--- config.mk ---
export PLATFORM = sky130hd
export DESIGN_NAME = mem_access_stage
export DESIGN_NICKNAME = d
export VERILOG_FILES = /design/src/rtl/mem_access_stage.sv
export SDC_FILE = /design/constraint.sdc
export NUM_CORES = 1
export LEC_CHECK = 0
export CAP_MARGIN = 25
export CORE_ASPECT_RATIO = 2
export CORE_MARGIN = 5
export CORE_UTILIZATION = 30
export CTS_CLUSTER_DIAMETER = 200
export CTS_CLUSTER_SIZE = 20
export DETAILED_ROUTE_END_ITERATION = 10
export SYNTH_ARGS = -nofsm -noshare
export SYNTH_HDL_FRONTEND = slang
export SYNTH_SLANG_ARGS = --single-unit
--- constraint.sdc ---
create_clock -name clk -period 2.6 [get_ports clk]
set_input_delay 0.52 -clock clk [delete_from_list [all_inputs] [get_ports clk]]
set_output_delay 0.52 -clock clk [all_outputs]
set_load 0.02 [all_outputs]
--- src/rtl/mem_access_stage.sv ---
// Memory-access stage: completes data-SRAM loads, aligns/extends data, hands a result to write-back.
// Latency: one cycle from execute handshake to ms_to_ws_valid; loads also wait for their data_ok.
// Backpressure: a response arriving while write-back stalls is held in a one-entry buffer; ms_allowin drops until handoff.
// Optional macro MS_LOAD_FWD_EN: ms_fwd_blk releases in the cycle the load's data_ok arrives.
module mem_access_stage #(
    parameter int PC_WD          = 32,
    parameter int DATA_WD        = 32,
    parameter int DISCARD_CNT_WD = 2
) (
    input  logic               clk,
    input  logic               resetn,
    input  logic               es_to_ms_valid,
    output logic               ms_allowin,
    input  logic [PC_WD-1:0]   es_pc,
    input  logic [DATA_WD-1:0] es_alu_result,
    input  logic [4:0]         es_dest,
    input  logic               es_gr_we,
    input  logic               es_mem_req,
    input  logic [2:0]         es_load_op,
    input  logic               es_ex,
    input  logic [5:0]         es_ecode,
    input  logic               data_sram_data_ok,
    input  logic [DATA_WD-1:0] data_sram_rdata,
    input  logic               flush,
    output logic               ms_to_ws_valid,
    input  logic               ws_allowin,
    output logic [PC_WD-1:0]   ms_pc,
    output logic [DATA_WD-1:0] ms_final_result,
    output logic [4:0]         ms_dest,
    output logic               ms_gr_we,
    output logic               ms_ex,
    output logic [5:0]         ms_ecode,
    output logic               ms_fwd_valid,
    output logic               ms_fwd_blk
);
    localparam logic [2:0] OP_LW  = 3'd0;
    localparam logic [2:0] OP_LB  = 3'd1;
    localparam logic [2:0] OP_LBU = 3'd2;
    localparam logic [2:0] OP_LH  = 3'd3;
    localparam logic [2:0] OP_LHU = 3'd4;
    localparam logic [DISCARD_CNT_WD-1:0] CNT_MAX = '1;

    logic               ms_valid;
    logic [DATA_WD-1:0] alu_r;
    logic               gr_we_r;
    logic               mem_req_r;
    logic [2:0]         load_op_r;
    logic               data_buf_valid;
    logic [DATA_WD-1:0] data_buf;
    logic [DISCARD_CNT_WD-1:0] discard_cnt;

    logic               ms_ready_go;
    logic               cnt_zero;
    logic               resp_take;
    logic               buf_set;
    logic               inc_cur;
    logic               inc_es;
    logic               dec;
    logic [DISCARD_CNT_WD+1:0] cnt_sum;
    logic [DISCARD_CNT_WD-1:0] cnt_next;
    logic [DATA_WD-1:0] src;
    logic [DATA_WD-1:0] shifted;
    logic [7:0]         byte_sel;
    logic [15:0]        half_sel;
    logic               fwd_blk_base;

    // A response belongs to the current load only when no orphans are still in flight.
    assign cnt_zero    = (discard_cnt == '0);
    assign resp_take   = data_sram_data_ok & cnt_zero;
    assign ms_ready_go = ~mem_req_r | ms_ex | data_buf_valid | resp_take;
    assign ms_allowin  = ~ms_valid | (ms_ready_go & ws_allowin);
    assign ms_to_ws_valid = ms_valid & ms_ready_go & ~flush;
    assign buf_set     = resp_take & ms_valid & mem_req_r & ~data_buf_valid & ~ws_allowin;

    // Orphan accounting: the in-stage load only counts if its data is not arriving right now.
    assign inc_cur = flush & ms_valid & mem_req_r & ~data_buf_valid & ~resp_take;
    assign inc_es  = flush & es_to_ms_valid & es_mem_req & ms_allowin;
    assign dec     = data_sram_data_ok & ~cnt_zero;

    // Net increment/decrement with saturation at the counter maximum.
    always_comb begin
        cnt_sum = {2'b00, discard_cnt};
        cnt_sum = cnt_sum + (DISCARD_CNT_WD+2)'(inc_cur) + (DISCARD_CNT_WD+2)'(inc_es);
        if (dec) begin
            cnt_sum = cnt_sum - (DISCARD_CNT_WD+2)'(1);
        end
        cnt_next = (cnt_sum > {2'b00, CNT_MAX}) ? CNT_MAX : cnt_sum[DISCARD_CNT_WD-1:0];
    end

    // Stage valid bit: flush kills the instruction, otherwise advance on allowin.
    always_ff @(posedge clk or negedge resetn) begin
        if (!resetn) begin
            ms_valid <= 1'b0;
        end else if (flush) begin
            ms_valid <= 1'b0;
        end else if (ms_allowin) begin
            ms_valid <= es_to_ms_valid;
        end
    end

    // Capture the execute-stage fields on a handshake.
    always_ff @(posedge clk or negedge resetn) begin
        if (!resetn) begin
            ms_pc     <= '0;
            alu_r     <= '0;
            ms_dest   <= '0;
            gr_we_r   <= 1'b0;
            mem_req_r <= 1'b0;
            load_op_r <= '0;
            ms_ex     <= 1'b0;
            ms_ecode  <= '0;
        end else if (ms_allowin && es_to_ms_valid) begin
            ms_pc     <= es_pc;
            alu_r     <= es_alu_result;
            ms_dest   <= es_dest;
            gr_we_r   <= es_gr_we;
            mem_req_r <= es_mem_req;
            load_op_r <= es_load_op;
            ms_ex     <= es_ex;
            ms_ecode  <= es_ecode;
        end
    end

    // One-entry response buffer for data arriving while write-back stalls.
    always_ff @(posedge clk or negedge resetn) begin
        if (!resetn) begin
            data_buf_valid <= 1'b0;
            data_buf       <= '0;
        end else if (flush || (ms_ready_go && ws_allowin)) begin
            data_buf_valid <= 1'b0;
        end else if (buf_set) begin
            data_buf_valid <= 1'b1;
            data_buf       <= data_sram_rdata;
        end
    end

    // Orphaned-response counter.
    always_ff @(posedge clk or negedge resetn) begin
        if (!resetn) begin
            discard_cnt <= '0;
        end else begin
            discard_cnt <= cnt_next;
        end
    end

    // Load alignment and sign/zero extension; non-loads pass the ALU result.
    always_comb begin
        src      = data_buf_valid ? data_buf : data_sram_rdata;
        shifted  = src >> {alu_r[1:0], 3'b000};
        byte_sel = shifted[7:0];
        half_sel = alu_r[1] ? src[31:16] : src[15:0];
        case (load_op_r)
            OP_LW:   ms_final_result = src;
            OP_LB:   ms_final_result = {{(DATA_WD-8){byte_sel[7]}}, byte_sel};
            OP_LBU:  ms_final_result = {{(DATA_WD-8){1'b0}}, byte_sel};
            OP_LH:   ms_final_result = {{(DATA_WD-16){half_sel[15]}}, half_sel};
            OP_LHU:  ms_final_result = {{(DATA_WD-16){1'b0}}, half_sel};
            default: ms_final_result = alu_r;
        endcase
    end

    assign ms_gr_we     = gr_we_r & ~ms_ex;
    assign ms_fwd_valid = ms_valid & ms_gr_we;
    assign fwd_blk_base = ms_valid & gr_we_r & mem_req_r & ~ms_ex & ~data_buf_valid;

`ifdef MS_LOAD_FWD_EN
    assign ms_fwd_blk = fwd_blk_base & ~resp_take;
`else
    assign ms_fwd_blk = fwd_blk_base;
`endif

endmodule

==> results.sh <==
export IMPL_startpoint_type="flip-flop"
export IMPL_synth_top_flop_cell="dfrtp_1"
export IMPL_cp_max_fo=6
export IMPL_synthDistinctLibCells=49
export IMPL_leakage_nw=4.85
export IMPL_ir_drop_mv=0.435
export IMPL_design_power_total_mw=7.98
export IMPL_synth_warning_count=0
export IMPL_syn_nets=660
export IMPL_vias=5567
export IMPL_worstPathRequired_ns=2.08
export IMPL_drtIter0Drc=164
export IMPL_n_fill_cell=1981
export IMPL_wl_met3_um=1190
export IMPL_synth_edf_count=0
export IMPL_synthesis_instances=537
export IMPL_fin_util=0.502
export IMPL_wire_per_inst_um=20.2
export IMPL_start_util=0.301
export IMPL_status="complete, but fails checks"
export IMPL_cts_tree="yes"
export IMPL_avgSynthCellArea_sq_um=12.3
export IMPL_nets=975
export IMPL_p_per_area_nw_per_um2=724
export IMPL_hold_buffers=0
export IMPL_max_slew_margin=0.615
export IMPL_met1_length_um=7730
export IMPL_grt_overflow=0
export IMPL_route_detailed_drc=0
export IMPL_end_kind="output port"
export IMPL_setup_viol=34
export IMPL_die_x_um=115
export IMPL_maxCapViolCount=0
export IMPL_hold_viol=0
export IMPL_dieArea_sq_um=25300
export IMPL_area_growth_pct=66.8
export IMPL_die_h_um=220
export IMPL_clock_sinks=117
export IMPL_fin_crit_ns=2.93
export IMPL_arrival_ns=2.41
export IMPL_track_usage=0.182
export IMPL_drtAntennaViolNets=0
export IMPL_place_ws_ns=-0.760
export IMPL_core_area_sq_um=22000
export IMPL_port_buffers=199
export IMPL_maxSlewViolCount=0
export IMPL_post_route_period_util=1.13
export IMPL_synth_seq_cells=117
export IMPL_fp_row_count=77
export IMPL_ys_seq_area_frac=0.443
export IMPL_fin_ws_ns=-0.329
export IMPL_wl_met2_um=12700
export IMPL_finClkSkew_ns=0.00639
export IMPL_rsz0062_at_grt="true"
export IMPL_num_io_pins=200
export IMPL_worstMarginPinSlew_ns=0.578
export IMPL_grt_pass1_vias=6092
export IMPL_path_clk_slew_ns=0.06
export IMPL_ff2ff_setup_slack_ns=-0.02
export IMPL_globalplace_congestion=0.881
export IMPL_clock_path_buffers=2
export IMPL_crit_type="reg2out"
export IMPL_fmax_mhz=341
export IMPL_tns_ns=-5.18
export IMPL_syn_area_sq_um=6620
export IMPL_violations="setup timing"
export IMPL_whs_ns=0.0896
export IMPL_hpwl_um=17100
export IMPL_async_flop_share=1.00
export IMPL_holdCritPathClass="in2async"
export IMPL_firstDrtPassIters=4
export IMPL_htree_num_levels=4
export IMPL_grt_start_max_net_pins=53
export IMPL_cts_root_buf="clkbuf_16"
export IMPL_cts_made_buffers=17
export IMPL_grt_pass1_wl_um=34100
export IMPL_clkLatencyLatePin_ns=0.43
export IMPL_top_layer="met4"
export IMPL_viasPerCell=4.87
export IMPL_layout_drive_gt1_share=0.497
export IMPL_antenna_found_initial=1
export IMPL_totalWireLength_um=23100
-- placed cells by master (no fill, tap or decap), types with 6 or more instances in the layout --
cell type	Yosys	layout
nand3_1	8	6
nor3_1	12	9
a21oi_4	0	7
mux4_2	10	10
a21oi_1	54	30
nand2_1	38	31
inv_1	9	8
buf_12	0	8
a21oi_2	0	17
dfrtp_1	117	111
mux2i_1	15	11
mux2_2	57	54
clkbuf_16	0	18
dfrtp_2	0	6
buf_4	4	113
clkdlybuf4s50_1	0	161
buf_6	4	43
mux2_4	77	80
nor2_1	24	21
-- critical path: stages, from the launching register on --
cell and delay (ns):
dfrtp_2 0.49, mux2i_4 0.23, mux4_2 0.51, nor2_4 0.15
buf_6 0.11, a22oi_2 0.07, o22ai_1 0.16, buf_4 0.15
buf_6 0.11
-- per-layer routing --
metal / track usage / up-vias
met5: 0 / -
met4: 0.116 / 0
met3: 0.0492 / 57
met2: 0.327 / 170
met1: 0.178 / 2760
li1: - / 2580
-- synth_stat cells (8+ instances only) --
cell / number / share of area
a21oi_1: 54 / 0.041
buf_2: 13 / 0.0098
clkbuf_1: 11 / 0.0062
dfrtp_1: 117 / 0.44
inv_1: 9 / 0.0051
mux2_2: 57 / 0.097
mux2_4: 77 / 0.17
mux2i_1: 15 / 0.023
mux4_2: 10 / 0.034
nand2_1: 38 / 0.022
nand3_1: 8 / 0.0061
nor2_1: 24 / 0.014
nor3_1: 12 / 0.0091
o21ai_0: 10 / 0.0076
-- cell families (layout without fill, tap and decap cells) --
logic type      after synthesis  in the layout  synth area share
buf+inv                      48            376            0.0450
flops                       117            117             0.443
xor+xnor                      2              2           0.00265
mux                         159            159             0.329
fa+ha+maj                     4              4           0.00870
other cells                   0              2                 0
compound gates              104            104            0.0967
simple gates                103            103            0.0758
-- sequential cells by signal (all words and copies together) (netlist names) --
register        cells
data_buf           32
ms_pc              32
load_op_r           3
ms_ex               1
discard_cnt         2
gr_we_r             1
alu_r              32
mem_req_r           1
ms_ecode            6
data_buf_valid      1
ms_dest             5
ms_valid            1
-- power by group --
part / switching, mW / total [mW] / leakage, nW / internal, mW
clock network: 0.857 / 2.36 / 0.282 / 1.51
registers: 0.220 / 2.34 / 1.43 / 2.12
logic: 1.50 / 3.28 / 3.14 / 1.78
total: 2.58 / 7.98 / 4.85 / 5.41
-- area by class of cell --
type | instances | area (sq um) | area share
antenna | 2 | 5.00 | 0.000454
clock buffer | 24 | 492 | 0.0446
clock inverter | 8 | 97.6 | 0.00884
inverter | 9 | 33.8 | 0.00306
multi-input combinational | 372 | 3920 | 0.355
sequential | 117 | 2940 | 0.266
tap | 276 | 345 | 0.0313
timing repair buffer | 335 | 3210 | 0.290
-- stage by stage --
step	instances	instance area [sq um]
after global routing	1142	11000
final	1143	11000
after floorplan	537	6670
after global placement	1070	9510
after detailed placement	1070	9510
after CTS	1124	10400
-- final timing paths --
kind                       depth (start not counted)      startpoint                   to
min in group clk                                   1    data_buf[22]         data_buf[22]
max reg2reg                                       13  discard_cnt[1]       discard_cnt[1]
max                                                8        alu_r[1]  ms_final_result[15]
min reg2reg                                        1    data_buf[22]         data_buf[22]
max in group asynchronous                          2          resetn              gr_we_r
min                                                1          resetn            alu_r[18]
-- what timing repair did --
action                                  in CTS  in global routing
gates cloned                                 0                  1
pin swaps                                   16                 32
buffers inserted                            22                 18
endpoints found under the hold margin        0                  0
gates resized for setup                    180                118
endpoints found under the setup margin      37                 35
No activity file was read; power rests on OpenSTA's default activity.
